## config.mk

```make
export PLATFORM = sky130hd
export DESIGN_NAME = mul_result_buffer_flat
export DESIGN_NICKNAME = d
export VERILOG_FILES = /design/src/rtl/mul_result_buffer_if.sv /design/src/rtl/mul_result_buffer.sv /design/src/flat_wrapper.sv
export SDC_FILE = /design/constraint.sdc
export NUM_CORES = 1
export LEC_CHECK = 0
export ABC_AREA = 1
export BUFFER_PORTS_ARGS = -buffer_cell sky130_fd_sc_hd__buf_2
export CAP_MARGIN = 5
export CORE_UTILIZATION = 50
export CTS_CLUSTER_DIAMETER = 30
export DETAILED_ROUTE_END_ITERATION = 6
export PLACE_DENSITY = 0.81
export SLEW_MARGIN = 20
export SYNTH_ARGS = -nofsm -noshare
export SYNTH_HDL_FRONTEND = slang
export SYNTH_SLANG_ARGS = --single-unit
```

## constraint.sdc

```tcl
create_clock -name clk -period 4.7 [get_ports clk]
set_input_delay 0.94 -clock clk [delete_from_list [all_inputs] [get_ports clk]]
set_output_delay 0.94 -clock clk [all_outputs]
set_load 0.01 [all_outputs]
```

## src/rtl/mul_result_buffer_if.sv

```systemverilog
// Handshake bundle between a signed multiplier stage, the result buffer and its consumer.
// The slave modport is the buffer side; the master modport is the producer/consumer side.
interface mul_result_buffer_if #(
  parameter int SIZE = 8
);
  logic                in_valid;
  logic                in_ready;
  logic [2*SIZE-1:0]   in_product;
  logic                in_overflow;
  logic                in_neg;
  logic                out_valid;
  logic                out_ready;
  logic [SIZE-1:0]     out_result;
  logic                out_overflow;
  logic                sticky_ovf;
  logic                clr_sticky;
  logic [1:0]          count;

  modport master (
    output in_valid, in_product, in_overflow, in_neg, out_ready, clr_sticky,
    input  in_ready, out_valid, out_result, out_overflow, sticky_ovf, count
  );

  modport slave (
    input  in_valid, in_product, in_overflow, in_neg, out_ready, clr_sticky,
    output in_ready, out_valid, out_result, out_overflow, sticky_ovf, count
  );
endinterface

```

## src/rtl/mul_result_buffer.sv

```systemverilog
// Two-entry result FIFO that narrows 2*SIZE-bit signed products to SIZE bits with an overflow flag.
// Define MUL_RESULT_SATURATE_EN to saturate overflowing results instead of wrapping them.
module mul_result_buffer #(
  parameter int SIZE = 8
) (
  input logic               clk,
  input logic               rst,
  mul_result_buffer_if.slave bus
);
  logic [1:0]      r_count;
  logic [SIZE-1:0] r_res [2];
  logic            r_ovf [2];
  logic            r_sticky;

  logic            w_in_ready;
  logic            w_out_valid;
  logic            w_push;
  logic            w_pop;
  logic [SIZE:0]   w_top;
  logic            w_fits;
  logic            w_new_ovf;
  logic [SIZE-1:0] w_new_res;

  assign w_in_ready  = (r_count != 2'd2);
  assign w_out_valid = (r_count != 2'd0);
  assign w_push      = bus.in_valid && w_in_ready;
  assign w_pop       = w_out_valid && bus.out_ready;

  // The product fits in SIZE signed bits only if its upper SIZE+1 bits are a pure sign extension.
  assign w_top     = bus.in_product[2*SIZE-1:SIZE-1];
  assign w_fits    = (w_top == '0) || (w_top == '1);
  assign w_new_ovf = bus.in_overflow || !w_fits;

`ifdef MUL_RESULT_SATURATE_EN
  always_comb begin
    w_new_res = bus.in_product[SIZE-1:0];
    if (w_new_ovf) begin
      w_new_res = bus.in_neg ? {1'b1, {(SIZE-1){1'b0}}} : {1'b0, {(SIZE-1){1'b1}}};
    end
  end
`else
  logic w_unused_neg;
  assign w_unused_neg = bus.in_neg;
  assign w_new_res    = bus.in_product[SIZE-1:0];
`endif

  always_ff @(posedge clk or posedge rst) begin
    if (rst) begin
      r_count  <= 2'd0;
      r_res    <= '{default: '0};
      r_ovf    <= '{default: 1'b0};
      r_sticky <= 1'b0;
    end else begin
      case ({w_push, w_pop})
        2'b10: begin
          if (r_count == 2'd0) begin
            r_res[0] <= w_new_res;
            r_ovf[0] <= w_new_ovf;
          end else begin
            r_res[1] <= w_new_res;
            r_ovf[1] <= w_new_ovf;
          end
          r_count <= r_count + 2'd1;
        end
        2'b01: begin
          r_res[0] <= r_res[1];
          r_ovf[0] <= r_ovf[1];
          r_count  <= r_count - 2'd1;
        end
        // Push and pop together can only happen at count 1: the new entry replaces the head.
        2'b11: begin
          r_res[0] <= w_new_res;
          r_ovf[0] <= w_new_ovf;
        end
        default: ;
      endcase

      if (w_push && w_new_ovf) begin
        r_sticky <= 1'b1;
      end else if (bus.clr_sticky) begin
        r_sticky <= 1'b0;
      end
    end
  end

  // Outputs derive from the count so an asynchronous reset shows up immediately.
  assign bus.in_ready     = w_in_ready;
  assign bus.out_valid    = w_out_valid;
  assign bus.out_result   = w_out_valid ? r_res[0] : '0;
  assign bus.out_overflow = w_out_valid ? r_ovf[0] : 1'b0;
  assign bus.sticky_ovf   = r_sticky;
  assign bus.count        = r_count;
endmodule

```

## src/flat_wrapper.sv

```systemverilog
// flat-port wrapper written by rule: the top's interface ports become plain ports
module mul_result_buffer_flat 
#(
  parameter int SIZE = 8
)
  (clk, rst, bus_in_valid, bus_in_product, bus_in_overflow, bus_in_neg, bus_out_ready, bus_clr_sticky, bus_in_ready, bus_out_valid, bus_out_result, bus_out_overflow, bus_sticky_ovf, bus_count);
  mul_result_buffer_if #(.SIZE(SIZE)) bus_i ();
  input logic clk;
  input logic rst;
  input wire logic [$bits(bus_i.in_valid)-1:0] bus_in_valid;
  input wire logic [$bits(bus_i.in_product)-1:0] bus_in_product;
  input wire logic [$bits(bus_i.in_overflow)-1:0] bus_in_overflow;
  input wire logic [$bits(bus_i.in_neg)-1:0] bus_in_neg;
  input wire logic [$bits(bus_i.out_ready)-1:0] bus_out_ready;
  input wire logic [$bits(bus_i.clr_sticky)-1:0] bus_clr_sticky;
  output wire logic [$bits(bus_i.in_ready)-1:0] bus_in_ready;
  output wire logic [$bits(bus_i.out_valid)-1:0] bus_out_valid;
  output wire logic [$bits(bus_i.out_result)-1:0] bus_out_result;
  output wire logic [$bits(bus_i.out_overflow)-1:0] bus_out_overflow;
  output wire logic [$bits(bus_i.sticky_ovf)-1:0] bus_sticky_ovf;
  output wire logic [$bits(bus_i.count)-1:0] bus_count;
  assign bus_i.in_valid = bus_in_valid;
  assign bus_i.in_product = bus_in_product;
  assign bus_i.in_overflow = bus_in_overflow;
  assign bus_i.in_neg = bus_in_neg;
  assign bus_i.out_ready = bus_out_ready;
  assign bus_i.clr_sticky = bus_clr_sticky;
  assign bus_in_ready = bus_i.in_ready;
  assign bus_out_valid = bus_i.out_valid;
  assign bus_out_result = bus_i.out_result;
  assign bus_out_overflow = bus_i.out_overflow;
  assign bus_sticky_ovf = bus_i.sticky_ovf;
  assign bus_count = bus_i.count;
  mul_result_buffer #(.SIZE(SIZE)) u_core (.clk(clk), .rst(rst), .bus(bus_i));
endmodule
```

# Yosys cells after proc, flatten, opt, wreduce, memory -nomap -nowiden
# Cells that the tools add are included.
dict set report totals {
  reg_bits 21
  in_bits 23
  out_inout_bits 14
  wordCells 38
}
dict set report classes {
  addsub 2
  eq_ne 6
  mux 9
  bitwise 1
  reduce_logical 14
}
# operator n
set op_table {}
lappend op_table {{$pmux W8 S3} 1}
lappend op_table {{$mux W8} 2}
lappend op_table {{$eq A9 B9 Y1 const B} 1}
lappend op_table {{$logic_not A9 Y1} 1}
lappend op_table {{$reduce_bool A2 Y1} 3}
lappend op_table {{$eq A2 B2 Y1 const B} 2}
lappend op_table {{$mux W1} 4}
lappend op_table {{$pmux W2 S2} 1}
lappend op_table {{$reduce_and A2 Y1} 2}
lappend op_table {{$logic_and A1 B1 Y1} 3}
lappend op_table {{$pmux W1 S3} 1}
lappend op_table {{$reduce_bool A3 Y1} 1}
lappend op_table {{$add A2 B1 Y2 const B} 1}
lappend op_table {{$eq A2 B1 Y1 const B} 1}
lappend op_table {{$logic_not A2 Y1} 1}
lappend op_table {{$logic_or A1 B1 Y1} 2}
lappend op_table {{$ne A2 B1 Y1 const B} 1}
lappend op_table {{$ne A2 B2 Y1 const B} 1}
lappend op_table {{$sub A2 B1 Y2 const B} 1}
lappend op_table {{$logic_not A1 Y1} 1}
lappend op_table {{$not A1 Y1} 1}

# Depth between registers and ports, before layout
# Gate-level depths: netlist of run 1.
dict set report logic_depth {
  depth_word 6
  ltp_mapped 10
  mapped_depth_nobuf 9
}

# Worst setup path after synthesis of run 1
# No wires, ideal clock.
dict set report synth_path {
  path_type {input to register}
  from {input bus_out_ready}
  to {register u_core.r_res[12] (netlist name)}
  setup_ns 0.122
  arrival_ns 1.879
  t_required_ns 4.578
  slack_ns 2.699
  path_stages 8
  cell_sequence {nand2_4 -> inv_1 -> ha_1 -> clkinv_1 -> buf_2 -> nand2_1 -> o211ai_4 -> o21ai_2}
}
dict set report synth_via {
  elab_chain_cells 4
  word_cells_on_any_way 8
  classes_between {4 x eq/ne; 1 x mux; 3 x reduce/logical}
}
# item line_no
set synth_rtl {}
lappend synth_rtl {{start, declared} flat_wrapper.sv:14} ;# input wire logic [$bits(bus_i.out_ready)-1:0] bus_out_ready;
lappend synth_rtl {{$logic_and A1 B1 Y1 *} mul_result_buffer.sv:27} ;# assign w_pop = w_out_valid && bus.out_ready;
lappend synth_rtl {{$eq A2 B2 Y1 / $eq A2 B1 Y1 (equally long branches)} mul_result_buffer.sv:54} ;# case ({w_push, w_pop})
lappend synth_rtl {{$ne A2 B1 Y1 (no line) / $reduce_bool A3 Y1 (equally long branches)} --}
lappend synth_rtl {{$reduce_and A2 Y1 (no line)} --}
lappend synth_rtl {{end, declared} mul_result_buffer.sv:11} ;# logic [SIZE-1:0] r_res [2];
# Mark *: on every way between the ends. The rest lies on a longest branch, timed or not.
# A chain may end at the register's enable or synchronous reset.

# Worst setup path in the final report of run 1
dict set report layout_path {
  from {register u_core.r_count[0], in the netlist u_core.bus.count[0]}
  to {output bus_out_valid}
}
dict set report layout_via {
  elab_chain_cells 1
}
# item line_no
set layout_rtl {}
lappend layout_rtl {{start, declared} mul_result_buffer.sv:10} ;# logic [1:0] r_count;
lappend layout_rtl {{start signal, assigned} mul_result_buffer.sv:63} ;# r_count <= r_count + 2'd1;
lappend layout_rtl {{start signal, assigned} mul_result_buffer.sv:68} ;# r_count <= r_count - 2'd1;
lappend layout_rtl {{$reduce_bool A2 Y1} mul_result_buffer.sv:25} ;# assign w_out_valid = (r_count != 2'd0);
lappend layout_rtl {{end, declared} flat_wrapper.sv:17} ;# output wire logic [$bits(bus_i.out_valid)-1:0] bus_out_valid;
# No other way between the ends.

==> flow_metrics.tcl, run 1 <==
set metrics [dict create \
    outcome "complete, no violations" \
    ant_nets 0 \
    setup_viol 0 \
    power_switching_w 0.000352 \
    period_needed_ns 2.27 \
    worst-endpoint-arrival_ns 1.33 \
    drt_first_iter_violations 27 \
    skew_ns 0.00712 \
    overflow 0 \
    tns_ns 0 \
    hold_viol_final 0 \
    nets 198 \
    p_int_w 0.000455 \
    fmax_ghz 0.440 \
    timing.final.max_slew_violations 0 \
    ctsResizeCount 0 \
    drt-pass1-iter-count 4 \
    dp_hpwl_mm 1.66 \
    route.detailed.drc 0 \
    clkPwrFrac_pct 10.7 \
    worst_pin_slew_ns 0.774 \
    antenna_cells 0 \
    comb_power_share_pct 50.5 \
    crit_type "flip-flop to primary output" \
    die_height_um 49.7 \
    finish.utilization_pct 66.2 \
    wirelength_mm 2.20 \
    end_kind "primary output" \
    critPathRequiredTime_ns 3.76 \
    syn-cell-area_mm2 0.00114 \
    routabilityCongestion 0.719 \
    seq_area_frac_synth_pct 46.2 \
    peakVddDrop_v 0.000381 \
    p_seq_share_pct 38.8 \
    port_buffers 35 \
    min_path_type "flip-flop to flip-flop" \
    cts_made_buffers 3 \
    cts_tree "yes" \
    ys_warn_count 0 \
    finalCritPeriodShare_pct 48.3 \
    core_area_mm2 0.00204 \
    io_pins 37 \
    viasPerCell 4.83 \
    swShare_pct 43.6 \
    power_density_mw_per_mm2 597 \
    slowest_stage "dfrtp_1" \
    grt_pass1_wl_mm 3.82 \
    cts_root_buf "clkbuf_4" \
    ctsHoldBuffers 0 \
    syn_nets 161 \
    drt-wirelength-per-cell_um 11.1 \
    syn_area_per_cell_um2 8.36 \
    cts_sinks 21 \
    insertion_delay_ns 0.31 \
    crit_fanout 10 \
    groute.usage.overall_pct 20.5 \
    stdcell_area_mm2 0.00135 \
    die_x_um 49.7 \
    final_layout_size_suffix_gt1_share_pct 29.7 \
    rsz0062_at_grt "no" \
    critPathLaunchType "flip-flop" \
    relSlewSlack_pct 48.3 \
    cp_cell_sequence "nor2_4, inv_4, buf_2" \
    slowest_delay_ns 0.48 \
    vias 961 \
    antenna_found_initial 0 \
    grt_start_max_net_pins 22 \
    synth-seq-cells 21 \
    post_dp_cell_area_mm2 0.00133 \
    crit_buf_inv 2 \
    initial_utilization_pct 55.7 \
    synth_cell_types 27 \
    h-tree-depth 1 \
    clk_pin_slew_worst_paths_ns 0.12 \
    rows 16 \
    cap_violations 0 \
    syn2layout_area_growth_pct 18.8 \
    syn-instance-count 136 \
    p_leak_nw 0.735 \
    cts_setup_buffers 0 \
    die_area_mm2 0.00247 \
    grt_pass1_vias 911 \
    cpLargestDelayFamily "flip-flops" \
    clock_path_buffers 2 \
]
-- final cells by class --
cell class / count / area (um^2)
clock buffer: 4 / 26.3
multi-input combinational: 85 / 487
fill: 175 / 691
tap: 27 / 33.8
inverter: 27 / 104
timing repair buffer: 35 / 175
sequential: 21 / 526
-- worst register-to-register path: cells and delay by family, from the launching register on --
kind | cells | cell delay [ns]
fa+ha+maj | 1 | 0.18
buf+inv | 3 | 0.62
flops | 1 | 0.50
compound gates | 2 | 0.47
simple gates | 2 | 0.20
-- power groups by stage --
stage / combinational, W / sequential [W] / clock (W)
after floorplan: 0.000293 / 0.000315 / 0
after detailed placement: 0.000408 / 0.000317 / 0
after global placement: 0.000389 / 0.000312 / 0
after global routing: 0.000462 / 0.000321 / 0.0000969
after CTS: 0.000411 / 0.000313 / 0.0000890
final: 0.000408 / 0.000313 / 0.0000866
-- per-stage QoR --
stage | instances | power [W] | hold WS [ns] | worst slack, ns
final | 199 | 0.000807 | 0.505 | 2.43
after global routing | 199 | 0.000880 | 0.552 | 2.35
after CTS | 199 | 0.000812 | 0.504 | 2.42
after detailed placement | 195 | 0.000724 | 0.476 | 2.26
after global placement | 195 | 0.000700 | 0.467 | 2.31
after floorplan | 136 | 0.000608 | 0.454 | 2.70
-- Yosys cell counts, drive strengths merged --
library cell / number / area, um^2
ha: 2 / 25.0
o21a: 1 / 7.51
nor2: 15 / 63.8
nor3: 1 / 5.00
or2: 2 / 12.5
nand2: 30 / 125
buf: 3 / 21.3
a31oi: 1 / 6.26
nand3: 2 / 10.0
nand3b: 1 / 7.51
a21oi: 1 / 5.00
xnor2: 2 / 17.5
inv: 26 / 100
dfrtp: 21 / 526
o21ai: 19 / 114
clkinv: 1 / 3.75
o211ai: 8 / 87.6
-- state kept, by name (all words and copies together), names as in the netlist --
signal,cells
u_core.r_res,16
u_core.r_ovf,2
u_core.bus.sticky_ovf,1
u_core.bus.count,2
-- path summary, 6_finish.rpt --
check                                     from                   to  slack (ns)  cells past startpoint
min                            u_core.r_res[0]      u_core.r_res[0]        0.50                      2
min in group asynchronous                  rst  u_core.bus.count[0]        0.75                      2
min reg2reg                    u_core.r_res[0]      u_core.r_res[0]        0.50                      2
max in group asynchronous                  rst      u_core.r_res[5]        3.46                      2
max                        u_core.bus.count[0]        bus_out_valid        2.43                      3
max reg2reg                u_core.bus.count[0]     u_core.r_res[10]        2.60                      8
-- cells in the final DEF, fill, tap and decap left out, drive strengths merged --
cell / Yosys / routed
buf: 3 / 35
nand2: 30 / 30
inv: 26 / 26
dfrtp: 21 / 21
o21ai: 19 / 19
nor2: 15 / 15
o211ai: 8 / 8
clkbuf: 0 / 4
xnor2: 2 / 2
or2: 2 / 2
nand3: 2 / 2
ha: 2 / 2
clkinv: 1 / 1
nor3: 1 / 1
nand3b: 1 / 1
a31oi: 1 / 1
a21oi: 1 / 1
o21a: 1 / 1
-- kinds of logic after synthesis --
family,Yosys count,share of synthesized area [%]
XOR/XNOR,2,1.54
flip-flops,21,46.2
AO/OA/AOI/OAI,30,19.4
adder cells (fa/ha/maj),2,2.20
AND/OR/NAND/NOR,51,19.7
buffers and inverters,30,11.0
-- metal layers --
layer	share of wire [%]	track usage [%]	vias to the layer above
met3	3.8	3.09	7
met1	45	26.4	427
met5	0	0	-
met4	2.9	11.0	0
met2	48	33.1	30
li1	-	-	497
Power figures use the tool's default switching activity.
==> run 2, diff against run 1 <==
--- a/config.mk
+++ b/config.mk
@@ -8,10 +8,10 @@
 export ABC_AREA = 1
 export BUFFER_PORTS_ARGS = -buffer_cell sky130_fd_sc_hd__buf_2
 export CAP_MARGIN = 5
-export CORE_UTILIZATION = 50
+export CORE_UTILIZATION = 49
 export CTS_CLUSTER_DIAMETER = 30
 export DETAILED_ROUTE_END_ITERATION = 6
-export PLACE_DENSITY = 0.81
+export PLACE_DENSITY = 0.8
 export SLEW_MARGIN = 20
 export SYNTH_ARGS = -nofsm -noshare
 export SYNTH_HDL_FRONTEND = slang
==> constraint.sdc (replaced) <==
create_clock -name clk -period 2.3 [get_ports clk]
set_input_delay 0.46 -clock clk [delete_from_list [all_inputs] [get_ports clk]]
set_output_delay 0.46 -clock clk [all_outputs]
set_load 0.01 [all_outputs]
==> run 2 against run 1 <==
  * The flow now finishes with violations (design-rule violations)
  * Highest routed layer unchanged
  * Sequential share of layout area about the same
  * Total power rose by 100%
  * Sequential power is 110% higher
  * Wire length shrank 4.1%
  * Sequential cell count unchanged
  * Via count rose by 1.7%
  * Die area grew 1.9%
  * Clock-buffer cell count stayed put
  * Critical endpoint is now u_core.r_res[8]
  * Largest cell class unchanged
==> flow_metrics.tcl, run 2 (synthesis results as in run 1) <==
set metrics [dict create \
    outcome "complete, but fails checks" \
    violations "design-rule violations" \
    crit_path_end "u_core.r_res[8]" \
    insertion_delay_ns 0.30 \
    worst_pin_slew_ns 0.769 \
    cts_sinks 21 \
    hold_slack_ns 0.278 \
    p_int_w 0.000930 \
    critPathRequiredTime_ns 2.48 \
    crit_fanout 18 \
    met1_usage_pct 24.2 \
    tns_ns 0 \
    die_x_um 50.2 \
    post_dp_cell_area_mm2 0.00133 \
    ctsHoldBuffers 0 \
    die_height_um 50.2 \
    finalCritPeriodShare_pct 90.6 \
    cap_violations 0 \
    relSlewSlack_pct 48.7 \
    mostFrequentLayoutCells "buf_2 (35), nand2_1 (27), inv_1 (24)" \
    cts_setup_buffers 0 \
    cp_cell_sequence "nor2_4, inv_4, nand2_4, inv_1, ha_1, clkinv_1, o211ai_1, o21ai_1" \
    drt_first_iter_violations 18 \
    power_density_mw_per_mm2 1210 \
    regMostFlops "u_core.r_res" \
    drt-wirelength-per-cell_um 10.6 \
    antenna_cells 0 \
    cpLargestDelayFamily "buffers and inverters" \
    rows 17 \
    use_met2_pct 34.2 \
    setup_viol 0 \
    routabilityCongestion 0.764 \
    grt_pass1_vias 870 \
    largest_reg_flops 16 \
    slowest_stage "dfrtp_1" \
    wirelength_mm 2.11 \
    stdcell_area_mm2 0.00135 \
    h-tree-depth 1 \
    skew_ns 0.00330 \
    cts_root_buf "clkbuf_4" \
    antenna_found_initial 0 \
    drt-pass1-iter-count 7 \
    io_pins 37 \
    ctsResizeCount 0 \
    hold_viol_final 0 \
    timing.final.max_slew_violations 0 \
    period_needed_ns 2.08 \
    viasPerCell 4.89 \
    crit_type "flip-flop to flip-flop" \
    gr-usage-met3_pct 1.82 \
    nets 198 \
    slowest_delay_ns 0.50 \
    vias 977 \
    peakVddDrop_v 0.000526 \
    min_path_type "input port to asynchronous set/reset pin" \
    grt_pass1_wl_mm 3.69 \
    final_cell_count_no_fill 200 \
    groute.usage.overall_pct 19.2 \
    comb_power_share_pct 50.0 \
    core_area_mm2 0.00219 \
    swShare_pct 43.4 \
    r2r-end "u_core.r_res[8]" \
    fmax_ghz 0.480 \
    ant_nets 0 \
    grt_busiest_layer "met2" \
    crit_path_start "u_core.bus.count[0]" \
    critPathLaunchType "flip-flop" \
    syn2layout_area_growth_pct 18.9 \
    die_area_mm2 0.00252 \
    route.detailed.drc 2 \
    power_switching_w 0.000713 \
    initial_utilization_pct 51.9 \
    clk_pin_slew_worst_paths_ns 0.12 \
    end_kind "flip-flop" \
    p_seq_share_pct 39.0 \
    rsz0062_at_grt "no" \
    clkPwrFrac_pct 10.9 \
    cts_made_buffers 3 \
    crit_buf_inv 3 \
    grt_start_max_net_pins 22 \
    crit_cells 8 \
    port_buffers 35 \
    timing.rr.start "u_core.bus.count[0]" \
    final_layout_size_suffix_gt1_share_pct 29.7 \
    power_w 0.00164 \
    worst-endpoint-arrival_ns 2.26 \
    dp_hpwl_mm 1.61 \
    r2r_cells 8 \
    r2r_slack_ns 0.22 \
    cts_tree "yes" \
    mostFrequentLayoutCell "buf_2" \
    post-place-cells 196 \
    overflow 0 \
    clock_path_buffers 2 \
    p_leak_nw 0.735 \
]
[run 2: cell counts in the layout (fill, tap and decap cells not counted)]
Identical to the previous run, type by type.
[run 2: cell type report]
class	instances	area (um^2)
timing repair buffer	35	175
fill	215	838
tap	28	35.0
inverter	27	104
multi-input combinational	85	487
sequential	21	526
clock buffer	4	26.3
[run 2: worst min path at each step]
stage                                from                  end  slack (ns)  cells past startpoint
after global placement    u_core.r_res[2]      u_core.r_res[2]        0.47                      2
after detailed placement  u_core.r_res[0]      u_core.r_res[0]        0.48                      2
after CTS                             rst     u_core.r_res[12]        0.31                      2
after floorplan                       rst  u_core.bus.count[0]        0.44                      1
final                                 rst     u_core.r_res[13]        0.28                      2
after global routing                  rst      u_core.r_res[6]        0.35                      2
[run 2: worst register-to-register path, stage by stage (launching register included)]
cell and delay (ns):
dfrtp_1 0.50, nor2_4 0.12, inv_4 0.11, nand2_4 0.07, inv_1 0.06, ha_1 0.18, clkinv_1 0.45, o211ai_1 0.39
o21ai_1 0.11
[run 2: routing by layer]
metal	vias to the layer above	routed length, um
li1	500	-
met1	452	957
met2	23	1080
met4	0	18
met5	-	0
met3	2	59
[run 2: power by group through the flow]
stage | logic [W] | registers, W | clock network (W)
2_1_floorplan | 0.000599 | 0.000643 | 0
3_3_place_gp | 0.000794 | 0.000637 | 0
3_5_place_dp | 0.000828 | 0.000651 | 0
4_1_cts | 0.000834 | 0.000643 | 0.000181
5_1_grt | 0.000940 | 0.000666 | 0.000196
6_report | 0.000822 | 0.000642 | 0.000180
[run 2: through the flow]
step | setup slack [ns] | util [%]
2_1_floorplan | 0.413 | -
5_1_grt | 0.0348 | 61.7
3_5_place_dp | 0.227 | 60.5
3_3_place_gp | 0.271 | 60.5
4_1_cts | 0.201 | 61.7
6_report | 0.216 | 61.7
==> run 3, diff against run 2 <==
--- a/config.mk
+++ b/config.mk
@@ -8,6 +8,7 @@
 export ABC_AREA = 1
 export BUFFER_PORTS_ARGS = -buffer_cell sky130_fd_sc_hd__buf_2
 export CAP_MARGIN = 5
+export CORE_ASPECT_RATIO = 1.4
 export CORE_UTILIZATION = 49
 export CTS_CLUSTER_DIAMETER = 30
 export DETAILED_ROUTE_END_ITERATION = 6
==> run 3 against run 2 <==
  * The flow now finishes without violations
  * Sequential cell count stayed put
  * Largest cell class unchanged
  * First-iteration DRC count up 33%
  * Via count is 0.10% lower
  * Sequential power about the same
  * Die area increased by 0.11%
  * Final area is 1.0% higher
  * Sequential share of layout area shrank 0.39 points
  * Clock-buffer cell count is 1 lower
  * Fmax increased by 7.4%
  * Non-clock buffer count rose by 1
  * Critical path depth up 2
  * Clock skew up 0.0076 ns
==> flow_metrics.tcl, run 3 (synthesis results as in run 1) <==
set metrics [dict create \
    rsz0062_at_grt "no" \
    timing.final.max_slew_violations 0 \
    wl_met1_um 874 \
    cts_setup_buffers 0 \
    routabilityCongestion 0.745 \
    crit_type "flip-flop to flip-flop" \
    rows 20 \
    antenna_cells 0 \
    mostFrequentLayoutCells "buf_2 (35), nand2_1 (27), inv_1 (24)" \
    tns_ns 0 \
    insertion_delay_ns 0.31 \
    route.detailed.drc 0 \
    drt-pass1-iter-count 4 \
    critPathRequiredTime_ns 2.50 \
    antenna_found_initial 0 \
    largest_reg_flops 16 \
    routed.top_layer "met4" \
    period_needed_ns 1.94 \
    r2r_slack_ns 0.36 \
    grt_pass1_wl_mm 3.50 \
    die_x_um 42.7 \
    port_buffers 35 \
    ctsHoldBuffers 0 \
    post_dp_cell_area_mm2 0.00134 \
    outcome "complete, no violations" \
    final_layout_size_suffix_gt1_share_pct 30.6 \
    cts_root_buf "clkbuf_4" \
    stdcell_area_mm2 0.00137 \
    wl_met3_um 92 \
    drt-wirelength-per-cell_um 10.7 \
    cts_sinks 21 \
    groute.usage.overall_pct 18.2 \
    dr_wl_met2_mm 1.09 \
    die_height_um 59.0 \
    io_pins 37 \
    worst-endpoint-arrival_ns 2.14 \
    hold_viol_final 0 \
    cts_made_buffers 3 \
    cp_cell_sequence "nor2_4, inv_4, nand2_4, inv_1, ha_1, clkinv_1, buf_12, nand2_1, o211ai_4, o21ai_2" \
    wirelength_mm 2.09 \
    drt_first_iter_violations 24 \
    cpLargestDelayFamily "simple AND/OR/NAND/NOR gates" \
    vias 976 \
    critPathLaunchType "flip-flop" \
    clk_pin_slew_worst_paths_ns 0.12 \
    initial_utilization_pct 52.2 \
    syn2layout_area_growth_pct 20.1 \
    crit_buf_inv 4 \
    dp_hpwl_mm 1.57 \
    p_leak_nw 0.748 \
    grt_start_max_net_pins 22 \
    slowest_stage "dfrtp_1" \
    crit_fanout 12 \
    slowest_delay_ns 0.48 \
    ctsResizeCount 0 \
    clock_path_buffers 2 \
    peakVddDrop_v 0.000759 \
    n_fill_cell 203 \
    setup_viol 0 \
    min_path_type "input port to asynchronous set/reset pin" \
    overflow 0 \
    viasPerCell 5.01 \
    cap_violations 0 \
    h-tree-depth 1 \
    mostFrequentLayoutCell "buf_2" \
    die_area_mm2 0.00252 \
    cts_tree "yes" \
    grt_pass1_vias 875 \
    ant_nets 0 \
    core_area_mm2 0.00218 \
    end_kind "flip-flop" \
    relSlewSlack_pct 48.2 \
    power_density_mw_per_mm2 1210 \
    skew_ns 0.0109 \
    fmax_ghz 0.515 \
    finalCritPeriodShare_pct 84.4 \
    nets 199 \
    worst_pin_slew_ns 0.776 \
    regMostFlops "u_core.r_res" \
]
## run 3: worst reg2reg max path: stages, from the launching register on
cell,delay (ns)
dfrtp_1,0.48
nor2_4,0.33
inv_4,0.10
nand2_4,0.09
inv_1,0.05
ha_1,0.22
clkinv_1,0.16
buf_12,0.16
nand2_1,0.09
o211ai_4,0.09
o21ai_2,0.07
## run 3: cell type report
cell class	count	area [um^2]	share of cell area (%)
multi-input combinational	85	487	35.6
timing repair buffer	36	195	14.3
inverter	27	104	7.60
clock inverter	1	5.00	0.366
clock buffer	3	22.5	1.65
sequential	21	526	38.5
tap	22	27.5	2.01
## run 3: final timing paths
path | start | depth (start not counted) | to
worst min-delay path | rst | 2 | u_core.r_res[10]
min in group clk | bus_clr_sticky | 2 | u_core.bus.sticky_ovf
worst max register to register | u_core.bus.count[0] | 10 | u_core.r_res[13]
worst min register to register | u_core.r_res[0] | 2 | u_core.r_res[0]
max in group asynchronous | rst | 2 | u_core.bus.count[1]
worst max-delay path | u_core.bus.count[0] | 10 | u_core.r_res[13]
## run 3: metal layers
metal / GRT usage [%] / vias to the layer above
met5: 0 / -
met4: 8.04 / 0
met3: 2.74 / 4
li1: - / 498
met1: 19.6 / 442
met2: 34.4 / 32
## run 3: power by group
part           switching (W)  internal (W)  total, W
combinational       0.000497      0.000341  0.000839
sequential          0.000100      0.000540  0.000640
clock               0.000114     0.0000649  0.000179
total               0.000711      0.000946   0.00166
## run 3: per-stage QoR
step	power (W)	setup WS (ns)	hold WS, ns	instances	util, %
finish	0.00166	0.360	0.271	195	62.8
global route	0.00179	0.223	0.330	195	62.8
CTS	0.00168	0.337	0.301	195	62.8
detailed placement	0.00150	0.356	0.476	191	61.5
global placement	0.00146	0.420	0.468	191	61.5
floorplan	0.00124	0.413	0.437	136	-
